`src/rtl/dom_rnd_source_pkg.sv`:
```
// Shared constants, width helpers and state encoding for the DOM randomness source.
package dom_rnd_pkg;

  localparam int LFSR_W = 31;
  localparam int TAP_A  = 0;
  localparam int TAP_B  = 3;

  typedef enum logic [1:0] {
    ST_IDLE = 2'd0,
    ST_SEED = 2'd1,
    ST_WARM = 2'd2,
    ST_RUN  = 2'd3
  } state_e;

  // The first-order two-share multiplier shares a single blinding nibble.
  function automatic int blind_nrnd(input int shares, input int foo);
    return (foo == 1 && shares == 2) ? 1 : shares;
  endfunction

  function automatic int zw_width(input int shares);
    return 2 * shares * (shares - 1);
  endfunction

  function automatic int rnd_width(input int shares, input int foo);
    return 2 * zw_width(shares) + 4 * blind_nrnd(shares, foo);
  endfunction

endpackage

```
`src/rtl/dom_rnd_source_if.sv`:
```
// Seed-load and randomness-delivery signals of the DOM randomness source.
interface dom_rnd_source_if
  import dom_rnd_pkg::*;
#(
  parameter int SHARES                   = 2,
  parameter int FIRST_ORDER_OPTIMIZATION = 1
);

  localparam int ZW = zw_width(SHARES);
  localparam int BW = 4 * blind_nrnd(SHARES, FIRST_ORDER_OPTIMIZATION);

  logic [31:0]   SeedxDI;
  logic          SeedValidxSI;
  logic          SeedReadyxSO;
  logic          ReseedxSI;
  logic          RndReadyxSI;
  logic          RndValidxSO;
  logic [ZW-1:0] Z1xDO;
  logic [ZW-1:0] Z2xDO;
  logic [BW-1:0] BxDO;
  logic          NeedSeedxSO;

  modport master (
    input  SeedxDI, SeedValidxSI, ReseedxSI, RndReadyxSI,
    output SeedReadyxSO, RndValidxSO, Z1xDO, Z2xDO, BxDO, NeedSeedxSO
  );

  modport slave (
    output SeedxDI, SeedValidxSI, ReseedxSI, RndReadyxSI,
    input  SeedReadyxSO, RndValidxSO, Z1xDO, Z2xDO, BxDO, NeedSeedxSO
  );

endinterface

```
`src/rtl/dom_rnd_source_lfsr31_step.sv`:
```
// Next state and output bit of one x^31+x^28+1 Fibonacci LFSR shifting right.
module lfsr31_step
  import dom_rnd_pkg::*;
(
  input  logic [LFSR_W-1:0] state_i,
  output logic [LFSR_W-1:0] next_o,
  output logic              bit_o
);

  assign next_o = {state_i[TAP_A] ^ state_i[TAP_B], state_i[LFSR_W-1:1]};
  assign bit_o  = state_i[0];

endmodule

```
`src/rtl/dom_rnd_source.sv`:
```
// Fresh-randomness producer for paired DOM GF(4) multipliers: seeded LFSR bank
// with serial seed load, warm-up, and a valid/ready word stream.
module dom_rnd_source
  import dom_rnd_pkg::*;
#(
  parameter int SHARES                   = 2,
  parameter int FIRST_ORDER_OPTIMIZATION = 1,
  parameter int WARMUP_CYCLES            = 64
) (
  input logic              ClkxCI,
  input logic              RstxRI,
  dom_rnd_source_if.master rnd_if
);

  localparam int RND_W  = rnd_width(SHARES, FIRST_ORDER_OPTIMIZATION);
  localparam int CNT_W  = (RND_W > 1) ? $clog2(RND_W) : 1;
  localparam int WCNT_W = (WARMUP_CYCLES > 0) ? $clog2(WARMUP_CYCLES + 1) : 1;

  state_e             state_q, state_d;
  logic [CNT_W-1:0]   seedCnt_q, seedCnt_d;
  logic [WCNT_W-1:0]  warmCnt_q, warmCnt_d;
  logic               seedReady_q, seedReady_d;
  logic [LFSR_W-1:0]  lfsr_q [RND_W];
  logic [LFSR_W-1:0]  lfsrNext [RND_W];
  logic [RND_W-1:0]   rndBits;
  logic               stepAll;
  logic               seedWr;
  logic               seedAccept;
  logic [LFSR_W-1:0]  seedVal;
  logic               unusedSeedMsb;

  assign seedAccept    = rnd_if.SeedValidxSI & seedReady_q;
  assign unusedSeedMsb = rnd_if.SeedxDI[31];
  // An all-zero seed would lock the LFSR up, so it is promoted to 1.
  assign seedVal = (rnd_if.SeedxDI[LFSR_W-1:0] == '0) ? LFSR_W'(1) : rnd_if.SeedxDI[LFSR_W-1:0];

  for (genvar k = 0; k < RND_W; k++) begin : g_lfsr
    lfsr31_step u_step (
      .state_i(lfsr_q[k]),
      .next_o (lfsrNext[k]),
      .bit_o  (rndBits[k])
    );
  end

  always_comb begin
    state_d   = state_q;
    seedCnt_d = seedCnt_q;
    warmCnt_d = warmCnt_q;
    stepAll   = 1'b0;
    seedWr    = 1'b0;
    unique case (state_q)
      ST_IDLE, ST_SEED: begin
        if (seedAccept) begin
          seedWr = 1'b1;
          if (seedCnt_q == CNT_W'(RND_W - 1)) begin
            state_d   = ST_WARM;
            seedCnt_d = '0;
            warmCnt_d = '0;
          end else begin
            state_d   = ST_SEED;
            seedCnt_d = seedCnt_q + CNT_W'(1);
          end
        end
      end
      ST_WARM: begin
        // The final WARM cycle never steps, which also covers a zero-length warm-up.
        if (warmCnt_q == WCNT_W'(WARMUP_CYCLES)) begin
          state_d = ST_RUN;
        end else begin
          stepAll   = 1'b1;
          warmCnt_d = warmCnt_q + WCNT_W'(1);
        end
      end
      ST_RUN: begin
        stepAll = rnd_if.RndReadyxSI;
        if (rnd_if.ReseedxSI) begin
          state_d   = ST_SEED;
          seedCnt_d = '0;
        end
      end
    endcase
    seedReady_d = (state_d == ST_IDLE) || (state_d == ST_SEED);
  end

  always_ff @(posedge ClkxCI) begin
    if (RstxRI) begin
      state_q     <= ST_IDLE;
      seedCnt_q   <= '0;
      warmCnt_q   <= '0;
      seedReady_q <= 1'b0;
    end else begin
      state_q     <= state_d;
      seedCnt_q   <= seedCnt_d;
      warmCnt_q   <= warmCnt_d;
      seedReady_q <= seedReady_d;
    end
  end

  always_ff @(posedge ClkxCI) begin
    for (int k = 0; k < RND_W; k++) begin
      if (RstxRI) begin
        lfsr_q[k] <= '0;
      end else if (seedWr && (seedCnt_q == CNT_W'(k))) begin
        lfsr_q[k] <= seedVal;
      end else if (stepAll) begin
        lfsr_q[k] <= lfsrNext[k];
      end
    end
  end

  assign rnd_if.RndValidxSO  = (state_q == ST_RUN);
  assign rnd_if.SeedReadyxSO = seedReady_q;
  assign rnd_if.NeedSeedxSO  = (state_q == ST_IDLE) || (state_q == ST_SEED);
  assign {rnd_if.BxDO, rnd_if.Z2xDO, rnd_if.Z1xDO} = (state_q == ST_RUN) ? rndBits : '0;

endmodule

```
`src/flat_wrapper.sv`:
```
// flat-port wrapper written by rule: the top's interface ports become plain ports
module dom_rnd_source_flat import dom_rnd_pkg::*;
#(
  parameter int SHARES                   = 2,
  parameter int FIRST_ORDER_OPTIMIZATION = 1,
  parameter int WARMUP_CYCLES            = 64
)
  (ClkxCI, RstxRI, rnd_if_SeedxDI, rnd_if_SeedValidxSI, rnd_if_ReseedxSI, rnd_if_RndReadyxSI, rnd_if_SeedReadyxSO, rnd_if_RndValidxSO, rnd_if_Z1xDO, rnd_if_Z2xDO, rnd_if_BxDO, rnd_if_NeedSeedxSO);
  dom_rnd_source_if #(.SHARES(SHARES), .FIRST_ORDER_OPTIMIZATION(FIRST_ORDER_OPTIMIZATION)) rnd_if_i ();
  input logic ClkxCI;
  input logic RstxRI;
  input wire logic [$bits(rnd_if_i.SeedxDI)-1:0] rnd_if_SeedxDI;
  input wire logic [$bits(rnd_if_i.SeedValidxSI)-1:0] rnd_if_SeedValidxSI;
  input wire logic [$bits(rnd_if_i.ReseedxSI)-1:0] rnd_if_ReseedxSI;
  input wire logic [$bits(rnd_if_i.RndReadyxSI)-1:0] rnd_if_RndReadyxSI;
  output wire logic [$bits(rnd_if_i.SeedReadyxSO)-1:0] rnd_if_SeedReadyxSO;
  output wire logic [$bits(rnd_if_i.RndValidxSO)-1:0] rnd_if_RndValidxSO;
  output wire logic [$bits(rnd_if_i.Z1xDO)-1:0] rnd_if_Z1xDO;
  output wire logic [$bits(rnd_if_i.Z2xDO)-1:0] rnd_if_Z2xDO;
  output wire logic [$bits(rnd_if_i.BxDO)-1:0] rnd_if_BxDO;
  output wire logic [$bits(rnd_if_i.NeedSeedxSO)-1:0] rnd_if_NeedSeedxSO;
  assign rnd_if_i.SeedxDI = rnd_if_SeedxDI;
  assign rnd_if_i.SeedValidxSI = rnd_if_SeedValidxSI;
  assign rnd_if_i.ReseedxSI = rnd_if_ReseedxSI;
  assign rnd_if_i.RndReadyxSI = rnd_if_RndReadyxSI;
  assign rnd_if_SeedReadyxSO = rnd_if_i.SeedReadyxSO;
  assign rnd_if_RndValidxSO = rnd_if_i.RndValidxSO;
  assign rnd_if_Z1xDO = rnd_if_i.Z1xDO;
  assign rnd_if_Z2xDO = rnd_if_i.Z2xDO;
  assign rnd_if_BxDO = rnd_if_i.BxDO;
  assign rnd_if_NeedSeedxSO = rnd_if_i.NeedSeedxSO;
  dom_rnd_source #(.SHARES(SHARES), .FIRST_ORDER_OPTIMIZATION(FIRST_ORDER_OPTIMIZATION), .WARMUP_CYCLES(WARMUP_CYCLES)) u_core (.ClkxCI(ClkxCI), .RstxRI(RstxRI), .rnd_if(rnd_if_i));
endmodule
```
`config.mk`:
```
export PLATFORM = sky130hd
export DESIGN_NAME = dom_rnd_source_flat
export DESIGN_NICKNAME = d
export VERILOG_FILES = /design/src/rtl/dom_rnd_source_pkg.sv /design/src/rtl/dom_rnd_source_if.sv /design/src/rtl/dom_rnd_source_lfsr31_step.sv /design/src/rtl/dom_rnd_source.sv /design/src/flat_wrapper.sv
export SDC_FILE = /design/constraint.sdc
export NUM_CORES = 1
export LEC_CHECK = 0
export BUFFER_PORTS_ARGS = -buffer_cell sky130_fd_sc_hd__buf_2
export CAP_MARGIN = 40
export CORE_MARGIN = 3
export CORE_UTILIZATION = 36
export CTS_BUF_LIST = sky130_fd_sc_hd__clkbuf_8
export DETAILED_ROUTE_END_ITERATION = 12
export GPL_TIMING_DRIVEN = 0
export HOLD_SLACK_MARGIN = 0.1
export PLACE_DENSITY = 0.58
export SYNTH_ARGS = -nofsm -noshare
export SYNTH_HDL_FRONTEND = slang
export SYNTH_HIERARCHICAL = 1
export SYNTH_SLANG_ARGS = --single-unit
```
`constraint.sdc`:
```
create_clock -name ClkxCI -period 5.6 [get_ports ClkxCI]
set_input_delay 1.12 -clock ClkxCI [delete_from_list [all_inputs] [get_ports ClkxCI]]
set_output_delay 1.12 -clock ClkxCI [all_outputs]
set_load 0.005 [all_outputs]
```
==> results.md <==
* CTS tree: yes
* Setup crit end kind: primary output
* Worst hold path class: register to register
* Fin. Hold Viols at 0
* EDFF count, synth at 372
* Clock transition at path regs at around 0.06 ns
* CP Class: register to primary output
* Wire length of the first global-routing pass at ~68 mm
* Clock sinks at ~390
* Max-cap violations at 0
* PwrDens at ~270 nW/µm²
* Largest net degree at the start of global routing at 29
* Final design utilization at 0.4201
* DIE HEIGHT at between 200 and 250 µm
* Hold WS at 0.4870 ns
* Normalized max-slew margin at 0.3947
* RR Startpoint: u_core/warmCnt_q[2]
* Maximum vdd drop at between 0.15 and 0.2 mV
* Clk_lat worst skew at 0.62 ns
* Detailed Route Iter0 Violations at 912
* DIE WIDTH at 236.0 µm
* Post-Syn Area at between 15,000 and 20,000 µm²
* Core area at 51,820 µm²
* Antenna Cells at 0
* Area Overhead vs Synth at 14.30%
* CP startpoint: u_core/state_q[1]
* Post-CTS Resized at 0
* Final WS setup at a little under 2 ns
* H-Tree Level Count at 2
* Critical Path RT at roughly 4.5 ns
* Die area at 55,700 µm²
* RSZ-0062 raised after global routing: false
* GRT Util Overall at 0.1538
* Crit path DAT at roughly 2.5 ns
* Leakage Power at 8.770 nW
* Worst Path Max Fanout at 10
* Final Max Tran Viols at 0
* Post-Place Setup Slack at around 2.1 ns
* CTS max path bufs at 3
* Initial antenna violation count at 3
* Grt total ovfl at 0
* Row count at 83
* Routed WL per cell at slightly below 20 µm
* Syn Nets at roughly 1.4k
* ANT nets after route at 0
* Num ports at 52
* Status: finished, final reports clean
* Post-synth cell types at 43
* Root Buffer: clkbuf_8
* Async set-reset flop share out of synthesis at 0
* Vias in the first global route at ~11k
* Sequential cell area fraction in the yosys report at 0.6012
* Final setup TNS at 0 ns
* Crit path launch type: register
* Vias at roughly 11k
* Pre-antenna DRT Iters at 5
* Setup Fix Bufs, Post-CTS at 0
* Seq cells post-synth at 386
* Tmin final at 3.626 ns
* GPL Wtd Cong at a little over 0.8
* Fin nets at ~1.6k
* Fmax at 275.8 MHz
* Final period util at 0.6475
* DRC at 0
* Hold buffers post-CTS at 0
* Syn Area/Cell at around 14 µm²
* Initial Util at 0.3675
* Cts bufs inserted at 61
* Clock Skew at 0.02002 ns
* Post-DP HPWL at 29.38 mm
* Mapped Cells at around 1.4k
* Syn. warnings at 6
* Worst-Margin Slew at slightly above 0.9 ns
* Port Buf Inserts at 50
* Hold_sp: u_core/warmCnt_q[6]
* WL final at 43.63 mm
* Share of cells above drive strength 1 at 0.3553
* Synth Flop Type: edfxtp_1
* Final setup violation count at 0
* Via-to-Cell Ratio at 4.994
==> registers in the layout, indices dropped and copies added, names as in the netlist <==
register	cells
u_core/warmCnt_q	7
u_core/seedCnt_q	4
u_core/rnd_if.SeedReadyxSO	1
u_core/lfsr_q	372
u_core/state_q	2
==> report_power, final <==
part / switching, mW / internal, mW
clock: 1.08 / 1.08
sequential: 0.0370 / 3.26
combinational: 0.201 / 0.183
total: 1.32 / 4.53
==> metal layers <==
layer / vias to the layer above / GRT usage / share of wire
met5: - / 0 / 0
met4: 0 / 0.04388 / 0.023
met3: 85 / 0.02607 / 0.046
met2: 244 / 0.2452 / 0.46
met1: 5655 / 0.2166 / 0.47
li1: 5298 / - / -
==> layout make-up <==
type                    count  area, µm²
plain buffers             488       3388
flip-flops and latches    386      11450
clock buffers              64      880.8
fillers                  4780      30050
multi-input cells         518       4289
clock inverters            40      178.9
well taps                 680      850.8
inverters                   8      30.03
repair buffers             75      700.7
==> kinds of logic (layout without fill, tap and decap cells) <==
family / Yosys count / after routing / share of synthesized area
xor gates and xnor gates: 12 / 12 / 0.005518
buffers and inverters: 496 / 675 / 0.1795
and+or+nand+nor: 83 / 83 / 0.02391
muxes: 1 / 1 / 0.0005256
DFF: 386 / 386 / 0.6012
AOI/OAI and AO/OA: 416 / 416 / 0.1854
adders and majority gates: 6 / 6 / 0.003942
==> worst max-delay path, cell delays in order, from the launching register on <==
cell and delay (ns):
dfxtp_1 0.40, clkbuf_1 0.36, clkbuf_1 0.67, and3_1 0.32, buf_2 0.13
==> layout by cell type (no fill, tap or decap), types with 16 or more instances in the layout <==
cell,count
a22o_1,371
buf_2,64
buf_4,372
buf_6,31
clkbuf_1,82
clkbuf_8,64
edfxtp_1,372
inv_1,36
nor2_1,16
==> path summary, 6_finish.rpt <==
check / end / slack, ns / cells past startpoint
hold reg to reg: u_core/warmCnt_q[6] / 0.49 / 2
setup reg to reg: u_core/lfsr_q[2][20] / 2.47 / 9
hold / removal: u_core/warmCnt_q[6] / 0.49 / 2
setup / recovery: rnd_if_Z2xDO[0] / 1.97 / 4
==> Yosys cell counts, types with 2 or more instances <==
| cell | instances | area (µm²) |
|---|---|---|
| nand2b_1 | 6 | 37.54 |
| nor3_1 | 6 | 30.03 |
| a211oi_1 | 2 | 15.01 |
| o21ai_0 | 13 | 65.06 |
| o21bai_1 | 2 | 15.01 |
| buf_2 | 14 | 70.07 |
| buf_6 | 19 | 214.0 |
| inv_1 | 8 | 30.03 |
| nand2_1 | 11 | 41.29 |
| nand3_1 | 6 | 30.03 |
| a21oi_1 | 14 | 70.07 |
| and2_1 | 2 | 12.51 |
| edfxtp_1 | 372 | 11170 |
| dfxtp_1 | 14 | 280.3 |
| nor2_1 | 16 | 60.06 |
| a2111o_1 | 3 | 33.78 |
| a22o_1 | 371 | 3249 |
| nor2b_1 | 2 | 12.51 |
| o21ai_1 | 2 | 10.01 |
| nand4_1 | 8 | 50.05 |
| and3_1 | 12 | 75.07 |
| xor2_1 | 12 | 105.1 |
| ha_1 | 6 | 75.07 |
| buf_4 | 372 | 2793 |
| o31a_1 | 2 | 17.52 |
| nor4_1 | 7 | 43.79 |
| clkbuf_1 | 82 | 307.8 |
==> through the flow <==
step,power [mW],instance area (µm²),std cells
3_5_place_dp,3.744,20710,2155
6_report,5.847,21770,2259
5_1_grt,6.076,21770,2259
3_3_place_gp,3.706,20150,2130
4_1_cts,5.933,21770,2259
2_1_floorplan,3.589,19050,1400
Note: power is estimated with default switching activity, not from simulation.
